File: src/rtl/alu_share_arbiter.sv
// Shares one external arithmetic unit between two requesters using a round-robin
// req/ack arbiter, returning registered results with per-requester valid pulses.
module alu_share_arbiter #(
    parameter int CNT_W = 16
) (
    input  logic             clk,
    input  logic             reset,
    input  logic             req0,
    input  logic [2:0]       op0,
    input  logic [31:0]      a0,
    input  logic [31:0]      b0,
    output logic             ack0,
    input  logic             req1,
    input  logic [2:0]       op1,
    input  logic [31:0]      a1,
    input  logic [31:0]      b1,
    output logic             ack1,
    output logic [2:0]       alu_opcode,
    output logic [31:0]      alu_a,
    output logic [31:0]      alu_b,
    input  logic [31:0]      alu_out,
    output logic [31:0]      rsp_data,
    output logic             rsp_valid0,
    output logic             rsp_valid1,
    output logic             busy,
    output logic [CNT_W-1:0] grant_cnt0,
    output logic [CNT_W-1:0] grant_cnt1
);

    typedef enum logic [1:0] {
        IDLE  = 2'd0,
        ISSUE = 2'd1,
        RESP  = 2'd2
    } state_t;

    state_t state;
    logic   last_grant;
    logic   owner;
    logic   win_valid;
    logic   winner;

    function automatic logic [CNT_W-1:0] sat_inc(input logic [CNT_W-1:0] cnt);
        if (&cnt) begin
            return cnt;
        end
        return cnt + 1'b1;
    endfunction

    // Arbitration is only open in IDLE and in the RESP window; on a tie the
    // requester that did not win last time gets the unit.
    always_comb begin
        win_valid = 1'b0;
        winner    = 1'b0;
        if ((state == IDLE) || (state == RESP)) begin
            if (req0 && req1) begin
                win_valid = 1'b1;
                winner    = ~last_grant;
            end else if (req0) begin
                win_valid = 1'b1;
                winner    = 1'b0;
            end else if (req1) begin
                win_valid = 1'b1;
                winner    = 1'b1;
            end
        end
    end

    always_ff @(posedge clk) begin
        if (reset) begin
            state      <= IDLE;
            last_grant <= 1'b1;
            owner      <= 1'b0;
            ack0       <= 1'b0;
            ack1       <= 1'b0;
            rsp_valid0 <= 1'b0;
            rsp_valid1 <= 1'b0;
            rsp_data   <= 32'd0;
            alu_opcode <= 3'd0;
            alu_a      <= 32'd0;
            alu_b      <= 32'd0;
            busy       <= 1'b0;
            grant_cnt0 <= '0;
            grant_cnt1 <= '0;
        end else begin
            ack0       <= 1'b0;
            ack1       <= 1'b0;
            rsp_valid0 <= 1'b0;
            rsp_valid1 <= 1'b0;
            case (state)
                IDLE, RESP: begin
                    if (win_valid) begin
                        state      <= ISSUE;
                        busy       <= 1'b1;
                        last_grant <= winner;
                        owner      <= winner;
                        if (winner) begin
                            alu_opcode <= op1;
                            alu_a      <= a1;
                            alu_b      <= b1;
                            ack1       <= 1'b1;
                            grant_cnt1 <= sat_inc(grant_cnt1);
                        end else begin
                            alu_opcode <= op0;
                            alu_a      <= a0;
                            alu_b      <= b0;
                            ack0       <= 1'b1;
                            grant_cnt0 <= sat_inc(grant_cnt0);
                        end
                    end else begin
                        state <= IDLE;
                        busy  <= 1'b0;
                    end
                end
                ISSUE: begin
                    // The shared unit is combinational; capture its result now.
                    rsp_data   <= alu_out;
                    rsp_valid0 <= ~owner;
                    rsp_valid1 <= owner;
                    state      <= RESP;
                    busy       <= 1'b1;
                end
                default: begin
                    state <= IDLE;
                    busy  <= 1'b0;
                end
            endcase
        end
    end

endmodule

File: config.mk
export PLATFORM = sky130hd
export DESIGN_NAME = alu_share_arbiter
export DESIGN_NICKNAME = d
export VERILOG_FILES = /design/src/rtl/alu_share_arbiter.sv
export SDC_FILE = /design/constraint.sdc
export NUM_CORES = 1
export LEC_CHECK = 0
export CORE_ASPECT_RATIO = 1.2
export CORE_MARGIN = 4
export CORE_UTILIZATION = 39
export DETAILED_ROUTE_END_ITERATION = 12
export PLACE_DENSITY = 0.8
export SLEW_MARGIN = 10
export SYNTH_ARGS = -nofsm -noshare
export SYNTH_HDL_FRONTEND = slang
export SYNTH_SLANG_ARGS = --single-unit
File: constraint.sdc
create_clock -name clk -period 2.6 [get_ports clk]
set_input_delay 0.39 -clock clk [delete_from_list [all_inputs] [get_ports clk]]
set_output_delay 0.39 -clock clk [all_outputs]
set_load 0.05 [all_outputs]
After elaboration in Yosys (flattened, before gate mapping)
Cells that the tools add are included.
{"block": "word_totals", "output_inout_bits": 136, "input_bits": 170, "wordCells": 65, "ff_bits": 140}
{"block": "classes", "n_reduce_logical": 11, "addsub": 2, "bitwise": 6, "mux": 28, "n_eq_ne": 4}
{"op": "32-bit two-way mux", "count": 2}
{"op": "16-bit by 1-bit adder with 16-bit output, second input constant", "count": 2}
{"op": "16-bit two-way mux", "count": 2}
{"op": "16-bit AND reduction", "count": 2}
{"op": "1-bit two-way mux", "count": 21}
{"op": "4-bit AND reduction", "count": 2}
{"op": "1-bit NOT", "count": 6}
{"op": "2-bit != test, second input constant", "count": 2}
{"op": "2-bit case mux with 2 select lines", "count": 1}
{"op": "2-bit OR reduction", "count": 2}
{"op": "3-bit two-way mux", "count": 1}
{"op": "3-bit OR reduction", "count": 1}
{"op": "2-bit by 1-bit equality test with 1-bit output, second input constant", "count": 1}
{"op": "2-bit equality test, second input constant", "count": 1}
{"op": "2-bit logical NOT", "count": 1}
{"op": "1-bit case mux with 2 select lines", "count": 1}
{"op": "2-bit AND reduction", "count": 1}
{"op": "1-bit logical AND", "count": 1}
{"op": "1-bit logical OR", "count": 1}

Depth between registers and ports, before layout
{"block": "logic_depth", "word_depth": 10, "depth_mapped": 7, "depth_no_buf": 5}

Least setup slack after synthesis
OpenSTA, ideal clock, no wires.
{"block": "synth_timing", "kind": "register -> register", "start": "reg grant_cnt1[0]", "end": "reg grant_cnt1[7]", "path_stages_with_launch": 7, "t_arrival_ps": 2283, "setup_ps": 121, "slack_ps": 196, "t_required_ps": 2479, "period_less_slack_ps": 2404, "path_buffers": 1, "path_cell_list": "dfxtp_1 > ha_1 > nand4_1 > nor4_2 > clkbuf_1 > nor4_1 > mux2_2"}
{"block": "synth_via", "elab_chain_cells": 8, "word_cells_on_any_way": 10, "cone_classes": "1 x add/sub; 1 x eq/ne; 6 x mux; 2 x reduce/logical"}
{"element": "start, declared", "line": "27", "text": "output logic [CNT_W-1:0] grant_cnt1"}
{"element": "start signal, assigned", "line": "101", "text": "grant_cnt1 <= sat_inc(grant_cnt1);"}
{"element": "16-bit AND reduction", "line": "43", "text": "if (&cnt) begin"}
{"element": "1-bit two-way mux", "line": "43"}
{"element": "1-bit two-way mux", "line": "96", "text": "if (winner) begin"}
{"element": "1-bit two-way mux", "line": "91", "text": "if (win_valid) begin"}
{"element": "1-bit two-way mux", "line": "89", "text": "case (state)"}
{"element": "1-bit two-way mux", "line": "69", "text": "if (reset) begin"}
{"element": "2-bit != test (no source line)"}
{"element": "4-bit AND reduction (no source line)"}
Several ways; a longest one is shown, not always the timed one. The select of a mux whose other input is x is not followed.
A chain may end at the register's enable or synchronous reset.

Worst setup path after layout
{"block": "layout_timing", "start": "reg grant_cnt0[0]", "end": "out grant_cnt0[0]"}
{"element": "start, declared", "line": "26", "text": "output logic [CNT_W-1:0] grant_cnt0,"}
{"element": "start signal, assigned", "line": "107", "text": "grant_cnt0 <= sat_inc(grant_cnt0);"}
No word-level cell between the ends.

==> metrics.txt <==
# TYPE chip_impl_metric gauge
chip_impl_info{name="run_status",value="complete, no violations"} 1
chip_impl_metric{name="antenna_violations_before_repair",unit=""} 0
chip_impl_metric{name="drt-wirelength-per-cell",unit="um"} 18.2
chip_impl_metric{name="setup_tns_final",unit="ns"} 0
chip_impl_metric{name="final-instance-count-excl-fill",unit=""} 1145
chip_impl_metric{name="worst-r2r-setup-slack",unit="ns"} 0.54
chip_impl_info{name="layout_commonest_cell",value="sky130_fd_sc_hd__clkdlybuf4s50_1"} 1
chip_impl_metric{name="bufs_on_longest_clock_path",unit=""} 2
chip_impl_metric{name="p_seq_share",unit="%"} 36.8
chip_impl_metric{name="synthesis.yosys.warnings",unit=""} 0
chip_impl_metric{name="port_buffers",unit=""} 305
chip_impl_metric{name="synth-edff-count",unit=""} 0
chip_impl_metric{name="core_area",unit="um2"} 14400
chip_impl_metric{name="power.net_switching",unit="mW"} 1.84
chip_impl_metric{name="yosys_register_bits",unit=""} 140
chip_impl_metric{name="crit_path_time_final",unit="ns"} 2.14
chip_impl_metric{name="final-hold-violation-count",unit=""} 0
chip_impl_metric{name="power.share.clock",unit="%"} 41.1
chip_impl_metric{name="power.density_cell_area",unit="nW/um2"} 667
chip_impl_metric{name="htreeDepth",unit=""} 4
chip_impl_metric{name="worst_ir_drop_vdd",unit="mV"} 0.379
chip_impl_metric{name="finalWirelength",unit="mm"} 20.9
chip_impl_metric{name="placement_rows",unit=""} 48
chip_impl_info{name="path_cells",value="clkdlybuf4s50_1"} 1
chip_impl_metric{name="timing.max_slew.rel_slack",unit="%"} 47.1
chip_impl_metric{name="first_global_vias",unit=""} 6060
chip_impl_metric{name="maxCapViolations",unit=""} 0
chip_impl_metric{name="finalNetCount",unit=""} 1129
chip_impl_info{name="timing.critical_path.slowest_stage_cell",value="sky130_fd_sc_hd__clkdlybuf4s50_1"} 1
chip_impl_metric{name="ioPinCount",unit=""} 306
chip_impl_metric{name="fmax",unit="MHz"} 467
chip_impl_info{name="clock_tree_from_tritoncts",value="yes"} 1
chip_impl_info{name="cts_root_buf",value="sky130_fd_sc_hd__clkbuf_16"} 1
chip_impl_metric{name="die-area",unit="um2"} 16600
chip_impl_info{name="crit_path_start_kind",value="flip-flop"} 1
chip_impl_metric{name="viasPerCell",unit=""} 5.47
chip_impl_info{name="timing.rr.start",value="grant_cnt1[0]"} 1
chip_impl_metric{name="cts_setup_buffers",unit=""} 0
chip_impl_metric{name="dieHeight",unit="um"} 141
chip_impl_metric{name="layout-area-overhead-vs-synth",unit="%"} 68.2
chip_impl_metric{name="vias",unit=""} 6268
chip_impl_metric{name="postSynthCellCount",unit=""} 676
chip_impl_info{name="timing.rr.end",value="grant_cnt1[12]"} 1
chip_impl_metric{name="worst_setup_hold_path_clk_slew",unit="ns"} 0.05
chip_impl_metric{name="insertedDiodeCount",unit=""} 0
chip_impl_metric{name="maximum_number_of_pins_on_one_net_before_global_route_repair",unit=""} 74
chip_impl_metric{name="syn_area_per_cell",unit="um2"} 8.44
chip_impl_metric{name="finalWeightedCongestion",unit=""} 0.869
chip_impl_metric{name="synth.distinct_cells",unit=""} 33
chip_impl_metric{name="worst_ep_arrival_time",unit="ns"} 1.75
chip_impl_metric{name="cts_buffers",unit=""} 17
chip_impl_metric{name="critical_path.max_fanout",unit=""} 7
chip_impl_metric{name="data_required_time_at_the_worst_endpoint",unit="ns"} 2.21
chip_impl_metric{name="grt_overflow_total",unit=""} 0
chip_impl_metric{name="cellInternalPower",unit="mW"} 4.56
chip_impl_metric{name="period_share",unit="%"} 82.4
chip_impl_info{name="hp-start",value="alu_b[7]"} 1
chip_impl_metric{name="clkLatencyLatePin",unit="ns"} 0.42
chip_impl_metric{name="hold_path_depth",unit=""} 2
chip_impl_metric{name="mappedNetlistNets",unit=""} 848
chip_impl_metric{name="max_stage_delay",unit="ns"} 0.86
chip_impl_metric{name="critical_path.n_buffers_inverters",unit=""} 1
chip_impl_metric{name="minimum_hold_slack",unit="ns"} 0.445
chip_impl_metric{name="overall_die_width",unit="um"} 118
chip_impl_info{name="hold_path_class",value="flip-flop to flip-flop"} 1
chip_impl_info{name="commonest_non_fill_non_tap_cells_in_the_layout",value="304 x sky130_fd_sc_hd__clkdlybuf4s50_1, 145 x sky130_fd_sc_hd__nand2_1, 140 x sky130_fd_sc_hd__dfxtp_1, 124 x sky130_fd_sc_hd__a21oi_1, 67 x sky130_fd_sc_hd__o221ai_1"} 1
chip_impl_metric{name="fin_worst_skew",unit="ns"} 0.0120
chip_impl_metric{name="groute.usage.overall",unit="%"} 24.0
chip_impl_metric{name="numPlacedInstances",unit=""} 1113
chip_impl_info{name="rsz_0062_raised_after_global_routing",value="no"} 1
chip_impl_metric{name="route.detailed.drc",unit=""} 0
chip_impl_metric{name="synth-async-reset-ratio",unit="%"} 0
chip_impl_metric{name="timing.reg2reg.worst_path_depth",unit=""} 6
chip_impl_metric{name="detail_route.first_pass.iterations",unit=""} 5
chip_impl_metric{name="first_pass_grt_wire_length",unit="mm"} 32.0
chip_impl_info{name="critPathKind",value="flip-flop to output port"} 1
chip_impl_metric{name="drtIter0Drc",unit=""} 472
chip_impl_metric{name="finalSetupViolations",unit=""} 0
chip_impl_metric{name="synth_area",unit="um2"} 5710
chip_impl_metric{name="sw_frac_of_total",unit="%"} 28.7
chip_impl_metric{name="combPwrFrac",unit="%"} 22.1
chip_impl_info{name="crit_family",value="buffers and inverters"} 1
chip_impl_metric{name="tritoncts_num_sinks",unit=""} 140
chip_impl_metric{name="drive_gt1_share",unit="%"} 6.39
chip_impl_metric{name="antenna_left",unit=""} 0
chip_impl_metric{name="detailed_place_hpwl",unit="mm"} 14.4
chip_impl_info{name="min_delay_worst_endpoint",value="alu_b[7]"} 1
chip_impl_metric{name="initial_utilization",unit="%"} 39.8
chip_impl_metric{name="cts-hold-fix-buffers",unit=""} 0
chip_impl_metric{name="tightestPinTransition",unit="ns"} 0.794
chip_impl_metric{name="slew_violations",unit=""} 0
chip_impl_metric{name="ys_seq_area_share",unit="%"} 49.1
chip_impl_metric{name="power.leakage",unit="nW"} 3.29
chip_impl_metric{name="post_cts.resized_instances",unit=""} 0
chip_impl_info{name="cp-end-kind",value="output port"} 1
chip_impl_info{name="postSynth.topFlopCell",value="sky130_fd_sc_hd__dfxtp_1"} 1
## kinds of logic (layout without fill, tap and decap cells)
| group | Yosys count | after routing | share of synthesized area [%] |
|---|---|---|---|
| and+or+nand+nor | 243 | 243 | 19.9 |
| AOI/OAI and AO/OA | 219 | 219 | 24.6 |
| DFF | 140 | 140 | 49.1 |
| buffers and inverters | 63 | 357 | 4.19 |
| muxes | 9 | 9 | 1.78 |
| adders and majority gates | 2 | 2 | 0.438 |
## routing by layer
metal	track usage (%)	wire length, um
met4	9.58	654
met3	8.32	1720
met2	41.4	10400
met1	27.2	8130
met5	0	0
## state kept, by name (all words and copies together) (netlist names), 2 cells and up
signal	cells
grant_cnt0	16
alu_a	32
alu_b	32
alu_opcode	3
state	2
grant_cnt1	16
rsp_data	32
## cell usage after synthesis (5+ instances only)
cell type	instances	area, um2
sky130_fd_sc_hd__a21oi_1	124	621
sky130_fd_sc_hd__buf_1	7	26.3
sky130_fd_sc_hd__clkbuf_1	48	180
sky130_fd_sc_hd__dfxtp_1	140	2800
sky130_fd_sc_hd__inv_1	6	22.5
sky130_fd_sc_hd__mux2_2	9	101
sky130_fd_sc_hd__nand2_1	145	544
sky130_fd_sc_hd__nand3_1	9	45.0
sky130_fd_sc_hd__nand4_1	11	68.8
sky130_fd_sc_hd__nor2_1	18	67.6
sky130_fd_sc_hd__nor2b_1	9	56.3
sky130_fd_sc_hd__nor4_1	10	62.6
sky130_fd_sc_hd__o21ai_0	6	30.0
sky130_fd_sc_hd__o221ai_1	67	587
sky130_fd_sc_hd__o31ai_1	17	128
sky130_fd_sc_hd__or3_1	5	31.3
sky130_fd_sc_hd__or4_1	17	128
## power groups by stage
stage	sequential, mW	clock [mW]	combinational [mW]
floorplan	2.83	0	0.335
global placement	2.39	0	1.41
detailed placement	2.40	0	1.42
CTS	2.35	2.66	1.43
global route	2.37	2.77	1.49
finish	2.35	2.63	1.42
## how the worst max path moves through the flow
stage	start	cells after the start	to	slack, ns
after floorplan	grant_cnt1[0]	6	grant_cnt1[7]	0.20
after global placement	req0	6	grant_cnt1[12]	0.22
after detailed placement	req0	6	grant_cnt1[10]	0.17
after CTS	grant_cnt0[0]	1	grant_cnt0[0]	0.44
after global routing	req0	5	grant_cnt1[7]	0.37
final	grant_cnt0[0]	1	grant_cnt0[0]	0.46
## cell type report
| cell class | instances | area (um2) |
|---|---|---|
| Tap cell | 175 | 219 |
| Clock buffer | 22 | 484 |
| Inverter | 6 | 22.5 |
| Clock inverter | 10 | 161 |
| Sequential cell | 140 | 2800 |
| Timing Repair Buffer | 319 | 3220 |
| Multi-Input combinational cell | 473 | 2700 |
| Fill cell | 1153 | 4750 |
## per-stage QoR
stage / power [mW] / cell area [um2] / setup WS [ns] / util, %
finish: 6.40 / 9600 / 0.456 / 66.9
CTS: 6.44 / 9600 / 0.436 / 66.9
global placement: 3.80 / 8960 / 0.217 / 62.4
global route: 6.63 / 9600 / 0.366 / 66.9
detailed placement: 3.81 / 8960 / 0.175 / 62.4
floorplan: 3.17 / 5710 / 0.196 / -
Power figures use the tool's default switching activity.
==> edit: new RTL, config.mk and constraints unchanged <==
`CNT_W`: 16 -> 32.
--- a/src/rtl/alu_share_arbiter.sv
+++ b/src/rtl/alu_share_arbiter.sv
@@ -2,5 +2,5 @@
 // req/ack arbiter, returning registered results with per-requester valid pulses.
 module alu_share_arbiter #(
-    parameter int CNT_W = 16
+    parameter int CNT_W = 32
 ) (
     input  logic             clk,
Interface: changed (resized grant_cnt0 and grant_cnt1); port bits go from 306 to 338. The function was not compared with the original's and may differ.
==> edit against the original RTL <==
Setup slack worse by 140 ps; final area is 20% higher; critical path type is now flop to flop; routed wire length grew 19%; critical path depth is 5 higher; total power up 11%; synthesized area grew 27%; via count is 20% higher; clock skew fell by 1.8 ps; sequential power up 21%; sequential cell count up 32.
==> edit: results (changes against the original RTL) <==
INFO  run_status     status=completed
INFO  global_route   grt.total_usage=22.8% [-1.2 points]
INFO  placed_design  port-buffer-count=337 [+10%]
INFO  power          netSwitchingFraction=28.6% [-0.20 points]
INFO  synthesis      ys_types=50 [+52%]
INFO  layout         num-nets-final=1,327 [+18%]
INFO  global_route   globalRouteMet1Util=24.3% [-2.9 points]
INFO  placed_design  place.detailed.hpwl=18,100um [+25%]
INFO  global_route   number_of_global_route_vias_before_repair=7,174 [+18%]
INFO  layout         final_layout_size_suffix_gt1_share=6.25% [-0.14 points]
INFO  power          ir_drop_worst_case_vdd=0.430mV [+13%]
INFO  synthesis      synth.top_cells.by_area=sky130_fd_sc_hd__dfxtp_1 (48%), sky130_fd_sc_hd__a21oi_1 (8.3%), sky130_fd_sc_hd__o221ai_1 (8.1%)
INFO  worst_setup_path cpMaxStageDelayCell=sky130_fd_sc_hd__or4b_4
INFO  power          pwr_density_cell=619mW/mm2 [-7.2%]
INFO  drt            route.detailed.vias_per_inst=5.42 [-0.92%]
INFO  global_route   gr_met2_demand_resource=41.3% [-0.18 points]
INFO  drt            vias=7,550 [+20%]
INFO  worst_setup_path critical_path.max_fanout=13 [+6]
INFO  drt            detailedRoute.firstIterationViolations=473 [+0.21%]
INFO  drt            routed_wire_length_per_instance=17.9um [-1.9%]
INFO  synthesis      synth_nets=1,022 [+21%]
INFO  drt            wl_met2=12,900um [+25%]
INFO  power          power_clock=2.81mW [+7%]
INFO  worst_setup_path critPathMaxStageDelay=660ps [-200 ps]
INFO  synthesis      synth.cells.most_frequent=sky130_fd_sc_hd__dfxtp_1 (172), sky130_fd_sc_hd__nand2_1 (156), sky130_fd_sc_hd__a21oi_1 (120), sky130_fd_sc_hd__o221ai_1 (67), sky130_fd_sc_hd__nor2_1 (58)
INFO  layout         nFillCells=1,519 [+32%]
INFO  synthesis      syn_avg_cell_area=8.52um2 [+0.87%]
INFO  drt            met1_length=9260um [+14%]
INFO  placed_design  dp_cells=1,360 [+22%]
INFO  power          power.sequential.total=2.84mW [+21%]
INFO  placed_design  globalplace.congestion=0.849 [-2.3%]
INFO  sta            timing.clock.skew=10.1ps [-1.81 ps]
INFO  worst_setup_path critical_path.top_delay_family=simple AND/OR/NAND/NOR gates
## edit: cell count changes in the layout (fill, tap and decap cells not counted), sizes merged, moves of 8 or more
| cell | change |
|---|---|
| clkdlybuf4s50 | +32 |
| dfxtp | +32 |
| mux2 | -8 |
| nand2 | +11 |
| nand3 | +12 |
| nand4 | +9 |
| nor2 | +40 |
| nor3 | +14 |
| o31ai | -12 |
| or3 | +8 |
| or4 | -11 |
| xnor2 | +24 |
| xor2 | +17 |
## edit: path summary, 6_finish.rpt
path,slack (ps),cells past startpoint,endpoint,start
setup / recovery,310,6,grant_cnt0[14],grant_cnt0[2]
hold / removal,450,2,alu_b[6],alu_b[6]
setup reg to reg,310,6,grant_cnt0[14],grant_cnt0[2]
hold reg to reg,450,2,alu_b[6],alu_b[6]
## edit: cell families (layout without fill, tap and decap cells)
group                      count (synthesis)  after routing  synth area share, %
AOI/OAI and AO/OA                        218            218                 19.4
xor gates and xnor gates                  41             41                 4.96
adders and majority gates                  2              2                0.346
buffers and inverters                     73            391                 3.96
DFF                                      172            172                 47.6
muxes                                      2              2                0.294
and+or+nand+nor                          342            342                 23.5
## edit: final cells by class
type | count | share of cell area (%)
clock inverters | 13 | 1.85
inverters | 6 | 0.196
repair buffers | 353 | 31.0
multi-input cells | 605 | 30.8
clock buffers | 19 | 3.77
well taps | 224 | 2.44
flip-flops and latches | 172 | 30.0
## edit: through the flow
| step | setup WS [ps] | power [mW] |
|---|---|---|
| after global routing | 168 | 7.36 |
| after CTS | 328 | 7.15 |
| after global placement | 204 | 4.33 |
| after detailed placement | 105 | 4.35 |
| after floorplan | 208 | 3.69 |
| final | 312 | 7.10 |
## edit: what timing repair did
action                     4_1_cts  5_1_grt
gates resized for setup          0        1
setup buffers                    0        0
setup endpoints to repair        0        1
hold endpoints to repair         0        0
